$ cat src/rtl/lsu_pkg.sv
// rtl/lsu_pkg.sv - shared state encoding, RV32 width codes and access lengths for the LSU
package lsu_pkg;

  typedef enum logic [1:0] {
    ST_IDLE   = 2'd0,
    ST_ACCESS = 2'd1,
    ST_RESP   = 2'd2
  } state_e;

  localparam logic [2:0] F3_B  = 3'b000;
  localparam logic [2:0] F3_H  = 3'b001;
  localparam logic [2:0] F3_W  = 3'b010;
  localparam logic [2:0] F3_BU = 3'b100;
  localparam logic [2:0] F3_HU = 3'b101;

  localparam logic [31:0] LEN_B = 32'd1;
  localparam logic [31:0] LEN_H = 32'd2;
  localparam logic [31:0] LEN_W = 32'd4;

  // The reserved size code 11 maps to a word; such requests are always rejected anyway.
  function automatic logic [31:0] len_of(input logic [1:0] size);
    case (size)
      2'b00:   len_of = LEN_B;
      2'b01:   len_of = LEN_H;
      default: len_of = LEN_W;
    endcase
  endfunction

endpackage

$ cat src/rtl/lsu_align.sv
// rtl/lsu_align.sv - length decode, request legality check, store byte mask and load extension
module lsu_align
  import lsu_pkg::*;
(
  input  logic [2:0]  chk_funct3_i,
  input  logic        chk_we_i,
  input  logic [1:0]  chk_addr_lo_i,
  output logic        err_o,
  input  logic [2:0]  funct3_i,
  input  logic [31:0] wdata_i,
  input  logic [31:0] rdata_i,
  output logic [31:0] len_o,
  output logic [31:0] wdata_o,
  output logic [31:0] rdata_o
);

  logic [31:0] chk_len;
  logic        illegal;
  logic        misaligned;

  // The legality check looks at the incoming request; the datapath uses the latched one.
  always_comb begin
    chk_len    = len_of(chk_funct3_i[1:0]);
    illegal    = (chk_funct3_i == 3'b011) || (chk_funct3_i == 3'b110) ||
                 (chk_funct3_i == 3'b111) || (chk_we_i && chk_funct3_i[2]);
    misaligned = ((chk_len == LEN_H) && chk_addr_lo_i[0]) ||
                 ((chk_len == LEN_W) && (chk_addr_lo_i != 2'b00));
    err_o      = illegal || misaligned;
  end

  always_comb begin
    len_o = len_of(funct3_i[1:0]);
    case (funct3_i[1:0])
      2'b00:   wdata_o = {24'h0, wdata_i[7:0]};
      2'b01:   wdata_o = {16'h0, wdata_i[15:0]};
      default: wdata_o = wdata_i;
    endcase
    case (funct3_i)
      F3_B:    rdata_o = {{24{rdata_i[7]}}, rdata_i[7:0]};
      F3_H:    rdata_o = {{16{rdata_i[15]}}, rdata_i[15:0]};
      F3_BU:   rdata_o = {24'h0, rdata_i[7:0]};
      F3_HU:   rdata_o = {16'h0, rdata_i[15:0]};
      default: rdata_o = rdata_i;
    endcase
  end

endmodule

$ cat src/rtl/lsu.sv
// rtl/lsu.sv - single-outstanding RV32 load/store unit with one-cycle memory strobe
module lsu
  import lsu_pkg::*;
(
  input  logic        clk,
  input  logic        rst,
  input  logic        req_valid,
  output logic        req_ready,
  input  logic        req_we,
  input  logic [2:0]  req_funct3,
  input  logic [31:0] req_addr,
  input  logic [31:0] req_wdata,
  output logic        resp_valid,
  input  logic        resp_ready,
  output logic [31:0] resp_rdata,
  output logic        resp_err,
  output logic        mem_valid,
  output logic        mem_we,
  output logic [31:0] mem_addr,
  output logic [31:0] mem_wdata,
  output logic [31:0] mem_len,
  input  logic [31:0] mem_rdata,
  output logic [31:0] ld_cnt,
  output logic [31:0] st_cnt
);

  state_e      state_q, state_d;
  logic        we_q;
  logic [2:0]  funct3_q;
  logic [31:0] addr_q;
  logic [31:0] wdata_q;
  logic [31:0] resp_rdata_q;
  logic        resp_err_q;
  logic [31:0] ld_cnt_q;
  logic [31:0] st_cnt_q;

  logic        req_err;
  logic        accept;
  logic [31:0] rdata_ext;

  lsu_align u_align (
    .chk_funct3_i  (req_funct3),
    .chk_we_i      (req_we),
    .chk_addr_lo_i (req_addr[1:0]),
    .err_o         (req_err),
    .funct3_i      (funct3_q),
    .wdata_i       (wdata_q),
    .rdata_i       (mem_rdata),
    .len_o         (mem_len),
    .wdata_o       (mem_wdata),
    .rdata_o       (rdata_ext)
  );

  assign accept     = req_valid && req_ready;
  assign mem_addr   = addr_q;
  assign resp_rdata = resp_rdata_q;
  assign resp_err   = resp_err_q;
  assign ld_cnt     = ld_cnt_q;
  assign st_cnt     = st_cnt_q;

  always_comb begin
    state_d    = state_q;
    req_ready  = 1'b0;
    mem_valid  = 1'b0;
    mem_we     = 1'b0;
    resp_valid = 1'b0;
    case (state_q)
      ST_IDLE: begin
        req_ready = 1'b1;
        if (req_valid) state_d = req_err ? ST_RESP : ST_ACCESS;
      end
      ST_ACCESS: begin
        mem_valid = !we_q;
        mem_we    = we_q;
        state_d   = ST_RESP;
      end
      ST_RESP: begin
        resp_valid = 1'b1;
        if (resp_ready) state_d = ST_IDLE;
      end
      default: state_d = ST_IDLE;
    endcase
  end

  always_ff @(posedge clk or posedge rst) begin
    if (rst) begin
      state_q      <= ST_IDLE;
      we_q         <= 1'b0;
      funct3_q     <= 3'b000;
      addr_q       <= 32'h0;
      wdata_q      <= 32'h0;
      resp_rdata_q <= 32'h0;
      resp_err_q   <= 1'b0;
      ld_cnt_q     <= 32'h0;
      st_cnt_q     <= 32'h0;
    end else begin
      state_q <= state_d;
      if (accept) begin
        we_q         <= req_we;
        funct3_q     <= req_funct3;
        addr_q       <= req_addr;
        wdata_q      <= req_wdata;
        resp_err_q   <= req_err;
        resp_rdata_q <= 32'h0;
      end
      // Load data is captured on the same edge that retires the access.
      if (state_q == ST_ACCESS) begin
        if (we_q) begin
          st_cnt_q <= st_cnt_q + 32'd1;
        end else begin
          ld_cnt_q     <= ld_cnt_q + 32'd1;
          resp_rdata_q <= rdata_ext;
        end
      end
    end
  end

endmodule

$ cat config.mk
export PLATFORM = sky130hd
export DESIGN_NAME = lsu
export DESIGN_NICKNAME = d
export VERILOG_FILES = /design/src/rtl/lsu_pkg.sv /design/src/rtl/lsu_align.sv /design/src/rtl/lsu.sv
export SDC_FILE = /design/constraint.sdc
export NUM_CORES = 1
export LEC_CHECK = 0
export ABC_AREA = 1
export ABC_CLOCK_PERIOD_IN_PS = 5450
export CELL_PAD_IN_SITES_DETAIL_PLACEMENT = 0
export CELL_PAD_IN_SITES_GLOBAL_PLACEMENT = 1
export CORE_ASPECT_RATIO = 0.7
export CORE_MARGIN = 5
export CORE_UTILIZATION = 33
export DETAILED_ROUTE_END_ITERATION = 16
export GPL_TIMING_DRIVEN = 0
export PLACE_DENSITY = 0.88
export SETUP_SLACK_MARGIN = 0.5
export SLEW_MARGIN = 0
export SYNTH_ARGS = -nofsm -noshare
export SYNTH_HDL_FRONTEND = slang
export SYNTH_HIERARCHICAL = 1
export SYNTH_SLANG_ARGS = --single-unit
export TNS_END_PERCENT = 5
$ cat constraint.sdc
create_clock -name clk -period 5.45 [get_ports clk]
set_input_delay 0.545 -clock clk [delete_from_list [all_inputs] [get_ports clk]]
set_output_delay 0.545 -clock clk [all_outputs]
set_load 0.02 [all_outputs]
== Word-level counts from Yosys, hierarchy flattened ==
Index checks and enable logic that the tools add are counted.

* Register bits: 167
* Bits of input ports: 104
* Output and inout bits: 197

* Equality and inequality tests: 14
* Multiplexer cells: 15
* Add/sub/neg operators: 2
* Reductions and logical operators: 18
* Bitwise operators: 1

{| class="wikitable"
|+ Operators with widths
! operator !! number
|-
| $pmux 32 s4 || 1
|-
| $mux 32 || 3
|-
| $add 32x1->32 const B || 2
|-
| $pmux 32 s2 || 1
|-
| $eq 3x3->1 const B || 5
|-
| $pmux 3 s2 || 2
|-
| $eq 2x1->1 const B || 3
|-
| $eq 3x2->1 const B || 2
|-
| $logic_not 2->1 || 3
|-
| $mux 2 || 3
|-
| $pmux 2 s3 || 1
|-
| $reduce_and 2->1 || 3
|-
| $logic_or 1x1->1 || 5
|-
| $logic_and 1x1->1 || 4
|-
| $mux 1 || 4
|-
| $ne 2x2->1 const B || 2
|-
| $eq 3x1->1 const B || 1
|-
| $logic_not 3->1 || 1
|-
| $eq 2x2->1 const B || 1
|-
| $reduce_bool 2->1 || 1
|-
| $logic_not 1->1 || 1
|-
| $not 1->1 || 1
|}

== Longest topological paths before layout ==
Gate-level depths: netlist (run 1).

* Depth in word-level cells: 9
* Depth in mapped cells: 9

== Cells and area by module ==
The synthesis (run 1) kept the hierarchy.

{| class="wikitable"
|+ Modules (own cells, without submodules)
! module !! cells an instance !! area each (um2) !! instances !! seq. area each (um2)
|-
| lsu || 774 || 7,424.6 || 1 || 4,179.0
|-
| lsu_align || 169 || 957.2 || 1 || 0.0
|}

== Worst setup path before layout (run 1) ==
No wires, ideal clock.

* Path kind: register to output
* From: reg state_q[1]
* To: out mem_valid
* Stages on the path, launching flop included: 6
* Data arrival time: 1.146 ns
* Setup slack: 3.759 ns
* Path through: dfrtp_1 inv_1 nand2_2 nor2_4 buf_2 buf_4

* Longest elaborated chain between the ends: 2

{| class="wikitable"
|+ RTL lines
! element !! line !! text
|-
| start, declared || lsu.sv:27 || <nowiki>state_e state_q, state_d;</nowiki>
|-
| start signal, assigned || lsu.sv:97 || <nowiki>state_q <= state_d;</nowiki>
|-
| $eq 2x1->1 || lsu.sv:67 || <nowiki>case (state_q)</nowiki>
|-
| $mux 1 || lsu.sv:67 ||
|-
| end, declared || lsu.sv:17 || <nowiki>output logic mem_valid,</nowiki>
|}

Every way passes these cells.

== Final worst setup path (run 1) ==
Same ends and word-level chain as after synthesis.

==> results_dict.tcl, run 1 <==
set metrics [dict create \
    top_layer_used "met4" \
    overflow 0 \
    ir_drop_uv 205 \
    portBuffers 264 \
    status "completed" \
    synth_area_per_cell_sq_um 8.89 \
    slew_headroom_pct 65.5 \
    fin_nets 1365 \
    vias_per_cell 4.47 \
    yosysTopAreaCell "dfrtp_1" \
    ys_warn_count 6 \
    antenna_found_initial 0 \
    endpoint_kind "output pin" \
    synth.distinct_cells 32 \
    antenna_cells 0 \
    wirelength_mm 25.3 \
    rsz0062_at_grt "no" \
    die-area_sq_um 28700 \
    dpl.cell_count 1565 \
    cts-resized-gates 0 \
    cellLeakagePower_nw 5.77 \
    final-setup-viol-count 0 \
    synth_area_sq_um 8380 \
    syn_to_final_growth_pct 46.3 \
    htreeDepth 4 \
    dieWidth_um 200 \
    numCtsBuffers 17 \
    clock_path_buffers 2 \
    start_util_pct 33.8 \
    grt_pass1_wl_mm 40.1 \
    tritoncts "built" \
    final_cell_count_no_fill 1597 \
    met1Wirelength_mm 12.0 \
    fmaxAchievable_mhz 324 \
    synth_cells 943 \
    multi_input_area_sq_um 3470 \
    grt_max_degree 38 \
    fill_cells 2334 \
    crit_fanout 10 \
    setup_tns_ns 0 \
    finalCritPeriodShare_pct 56.7 \
    synth_commonest_cells "nand2_1 (287), dfrtp_1 (167), nor2_1 (87)" \
    worst_pin_slew_ns 0.517 \
    hold_viol 0 \
    clk_pin_slew_ns 0.07 \
    pin_count 301 \
    hold_path.class "primary input to flop" \
    dp_hpwl_mm 19.9 \
    grt_use_total_pct 17.7 \
    cts_root_buffer "clkbuf_16" \
    synth_edf_count 0 \
    yosysMostFrequentCell "nand2_1" \
    rows 48 \
    synthFlopType "dfrtp_1" \
    ff_latch_area_sq_um 4180 \
    clkLatencyLatePin_ns 0.43 \
    dieHeight_um 143 \
    path_class "flop to output pin" \
    finalMaxSlewViolations 0 \
    drive_gt1_share_pct 15.4 \
    routedWlPerCell_um 15.8 \
    first_global_vias 7016 \
    cts_hold_buf 0 \
    async_flop_share_pct 100 \
    worst_clock_skew_ns 0.0113 \
    wl_met2_mm 11.3 \
    cp.required_ns 4.91 \
    drtAntennaViolNets 0 \
    synth_seq_cells 167 \
    cts.sink_count 167 \
    drc 0 \
    min_period_ns 3.09 \
    coreArea_sq_um 24800 \
    vias 7142 \
    yosysSeqAreaShare_pct 49.9 \
    dr.pass1.iters 5 \
    yosys-top-cells-area "dfrtp_1 (50%), nand2_1 (13%), mux2_2 (9.0%)" \
    power_density_nw_per_um2 355 \
    cp-start-kind "flop" \
    postCtsSetupBuffers 0 \
    drtIter0Drc 318 \
    cp_data_arrival_time_ns 2.54 \
    gp_congestion 0.822 \
    maxCapViolations 0 \
    met3_wirelength_mm 1.66 \
    synth_top_area_share_pct 49.9 \
]
-- worst max-delay path, stage by stage, from the launching register on --
cell	delay [ns]
dfrtp_1	0.40
inv_1	0.12
nand2_2	0.10
nor2_4	0.23
buf_2	0.36
buf_4	0.25
clkdlybuf4s50_1	0.65
-- worst paths after layout --
path	from	end	slack [ns]	cells after the start
worst max-delay path	state_q[1]$_DFFE_PP0P_	mem_valid	2.36	6
worst min-delay path	mem_rdata[2]	resp_rdata[2]$_DFF_PP0_	0.32	3
worst max register to register	state_q[1]$_DFFE_PP0P_	st_cnt[27]$_DFFE_PP0P_	3.62	8
worst min register to register	resp_rdata[31]$_DFF_PP0_	resp_rdata[31]$_DFF_PP0_	0.50	2
max in group asynchronous	rst	resp_rdata[15]$_DFF_PP0_	3.92	5
min in group asynchronous	rst	ld_cnt[10]$_DFFE_PP0P_	0.49	2
-- cell usage in the layout, fill, tap and decap left out, types with 3 or more instances in the layout --
cell type        instances
clkbuf_1                 4
bufinv_16                3
inv_1                   84
buf_4                   52
clkdlybuf4s50_1        264
nand3_2                 10
nand2_1                287
clkbuf_16               17
nor2_4                   5
clkinvlp_4               4
mux2_2                  67
nand4_1                 17
buf_12                   5
xnor2_1                 16
nor3_1                   5
dfrtp_1                167
o21ai_0                  5
nand3b_1                13
nor2_2                   3
buf_1                    3
buf_2                    9
conb_1                  29
nand3_1                 70
buf_6                    4
xor2_1                  16
inv_6                    6
nor2_1                  87
-- cell type report --
class	count	share of cell area (%)
Buffer	72	4.13
Timing Repair Buffer	269	22.4
Clock buffer	18	3.58
Multi-Input combinational cell	645	28.3
Sequential cell	167	34.1
Clock inverter	14	1.51
Inverter	87	2.69
Tap cell	325	3.32
-- logic make-up (layout without fill, tap and decap cells) --
logic type      count (synthesis)  count (layout)  share of synthesized area [%]
xor+xnor                       32              32                           3.34
fa+ha+maj                       2               2                          0.299
flops                         167             167                           49.9
compound gates                  9               9                          0.597
mux                            67              67                           9.00
simple gates                  506             506                           26.9
buf+inv                       159             460                           9.94
other cells                     1              29                         0.0447
-- per-layer routing --
metal,GRT usage [%],vias to the layer above
met3,5.62,21
met2,27.1,194
met1,24.6,3385
met4,4.31,0
met5,0,-
li1,-,3542
-- flip-flops by register name (all words and copies together) (netlist names) --
register and cells:
funct3_q 3, resp_err 1, mem_addr 32, we_q 1, wdata_q 32, resp_rdata 32, st_cnt 32, state_q 2
ld_cnt 32
-- power breakdown --
| group | internal (W) | switching, W | total, W |
|---|---|---|---|
| clock network | 0.000747 | 0.000552 | 0.00130 |
| registers | 0.00145 | 0.000131 | 0.00158 |
| logic | 0.000731 | 0.000744 | 0.00147 |
-- per-stage QoR --
stage	setup WS, ns	area [sq um]	hold slack [ns]	utilization [%]	power (W)
after floorplan	2.78	8490	0.479	-	0.00241
after global placement	1.18	11500	0.479	46.5	0.00305
after detailed placement	2.77	11600	0.487	46.9	0.00309
after CTS	2.28	12300	0.294	49.4	0.00441
after global routing	2.20	12300	0.303	49.4	0.00458
final	2.36	12300	0.319	49.4	0.00435
No activity file was read; power rests on OpenSTA's default activity.
==> run 2: changes to the inputs <==
- ABC_CLOCK_PERIOD_IN_PS: 5450 -> 3100
- clock period: 5.45 -> 3.1 ns (I/O delays scaled with it)
==> run 2 against run 1 <==
  * Critical path depth unchanged
  * Critical path type unchanged
  * Sequential power increased by 76%
  * Worst hold slack got worse by 0.23 ns
==> results_dict.tcl, run 2 (synthesis gave the netlist of run 1 again) <==
set metrics [dict create \
    status "completed" \
    start_util_pct 33.8 \
    cp.required_ns 2.79 \
    worst_pin_slew_ns 0.515 \
    antenna_found_initial 0 \
    mostFrequentLayoutCell "nand2_1" \
    cp-start-kind "flop" \
    numCtsBuffers 17 \
    grt_use_total_pct 17.7 \
    pin_count 301 \
    clock_path_buffers 2 \
    rsz0062_at_grt "yes" \
    first_global_vias 7016 \
    rows 48 \
    holdWs_ns 0.0849 \
    multi_input_area_sq_um 3480 \
    hold_viol 0 \
    finalMaxSlewViolations 0 \
    cts_hold_buf 0 \
    endpoint_kind "output pin" \
    drtIter0Drc 285 \
    cp_num_buf_inv 4 \
    drive_gt1_share_pct 15.5 \
    stdcell_area_sq_um 12300 \
    slowest_delay_ns 0.40 \
    vias 7128 \
    cellLeakagePower_nw 5.78 \
    worst_clock_skew_ns 0.0103 \
    portBuffers 264 \
    ir_drop_uv 359 \
    cp_data_arrival_time_ns 2.17 \
    clkLatencyLatePin_ns 0.43 \
    min_period_ns 2.48 \
    fill_cells 2335 \
    cts_root_buffer "clkbuf_16" \
    wirelength_mm 25.3 \
    power_density_nw_per_um2 623 \
    cts.sink_count 167 \
    final-setup-viol-count 0 \
    fin_nets 1367 \
    gp_congestion 0.822 \
    cpMaxStageDelayCell "dfrtp_1" \
    final_cell_mix "nand2_1 (287), clkdlybuf4s50_1 (263), dfrtp_1 (167), nor2_1 (87), inv_1 (84)" \
    drtAntennaViolNets 0 \
    path_class "flop to output pin" \
    die-area_sq_um 28700 \
    tritoncts "built" \
    dr.pass1.iters 5 \
    crit_chain "inv_1 > nand2_2 > nor2_4 > buf_4 > buf_4 > dlygate4sd2_1" \
    crit_family "buffers and inverters" \
    grt_max_degree 38 \
    critPathMostFrequentCell "buf_4" \
    vias_per_cell 4.46 \
    dieWidth_um 200 \
    drc 0 \
    clk_pin_slew_ns 0.07 \
    coreArea_sq_um 24800 \
    routedWlPerCell_um 15.8 \
    dieHeight_um 143 \
    crit_fanout 10 \
    finalCritPeriodShare_pct 80.2 \
    overflow 0 \
    syn_to_final_growth_pct 46.6 \
    antenna_cells 0 \
    fmaxAchievable_mhz 402 \
    hold_path.class "primary input to flop" \
    slew_headroom_pct 65.7 \
    htreeDepth 4 \
    grt_pass1_wl_mm 40.1 \
    maxCapViolations 0 \
    dp_hpwl_mm 19.9 \
    ff_latch_area_sq_um 4180 \
    postPlaceCellArea_sq_um 11600 \
]
==> run 2: path summary, 6_finish.rpt <==
path | start | to | slack, ns | depth (start not counted)
worst max-delay path | state_q[1]$_DFFE_PP0P_ | mem_valid | 0.62 | 6
worst min register to register | resp_rdata[3]$_DFF_PP0_ | resp_rdata[3]$_DFF_PP0_ | 0.50 | 2
min in group asynchronous | rst | ld_cnt[10]$_DFFE_PP0P_ | 0.26 | 2
worst max register to register | st_cnt[9]$_DFFE_PP0P_ | st_cnt[22]$_DFFE_PP0P_ | 1.34 | 7
max in group asynchronous | rst | resp_rdata[15]$_DFF_PP0_ | 1.81 | 5
worst min-delay path | mem_rdata[3] | resp_rdata[3]$_DFF_PP0_ | 0.08 | 3
==> run 2: power by group <==
group,internal (W),switching [W]
Clock,0.00131,0.000968
Combinational,0.00129,0.00131
Sequential,0.00255,0.000231
Total,0.00515,0.00251
==> run 2: per-stage QoR <==
stage	util [%]	setup TNS (ns)	setup slack [ns]	cells	total power [W]
floorplan	-	0	0.663	971	0.00423
global placement	46.5	-152.52	-0.934	1560	0.00537
detailed placement	46.9	0	0.654	1565	0.00544
CTS	49.5	0	0.359	1597	0.00776
global route	49.5	0	0.467	1599	0.00806
finish	49.5	0	0.615	1599	0.00766
==> run 2: timing repair <==
action	4_1_cts	5_1_grt
resized for setup	2	2
setup endpoints to repair	2	2
pin swaps	0	1
buffers inserted	0	2
==> run 2: worst register-to-register path, cell delays in order (launching register included) <==
cell and delay, ns:
dfrtp_1 0.43, nand2_1 0.11, nor2_1 0.33, nand3_1 0.25, nor2_1 0.31, nand2_1 0.09
nand2_1 0.07, nand2_1 0.05
==> run 2: per-layer routing <==
metal / part of all wire [%] / track usage, % / routed length [um] / up-vias
met4: 1.3 / 4.31 / 330 / 0
met2: 45 / 27.1 / 11400 / 186
met1: 47 / 24.6 / 12000 / 3380
li1: - / - / - / 3543
met3: 6.3 / 5.62 / 1600 / 19
met5: 0 / 0 / 0 / -
==> run 2: cell type report <==
type / count / share of cell area, %
plain buffers: 72 / 4.16
clock buffers: 18 / 3.57
clock inverters: 14 / 1.51
inverters: 87 / 2.69
multi-input cells: 645 / 28.3
flip-flops and latches: 167 / 34.0
well taps: 325 / 3.31
repair buffers: 271 / 22.4
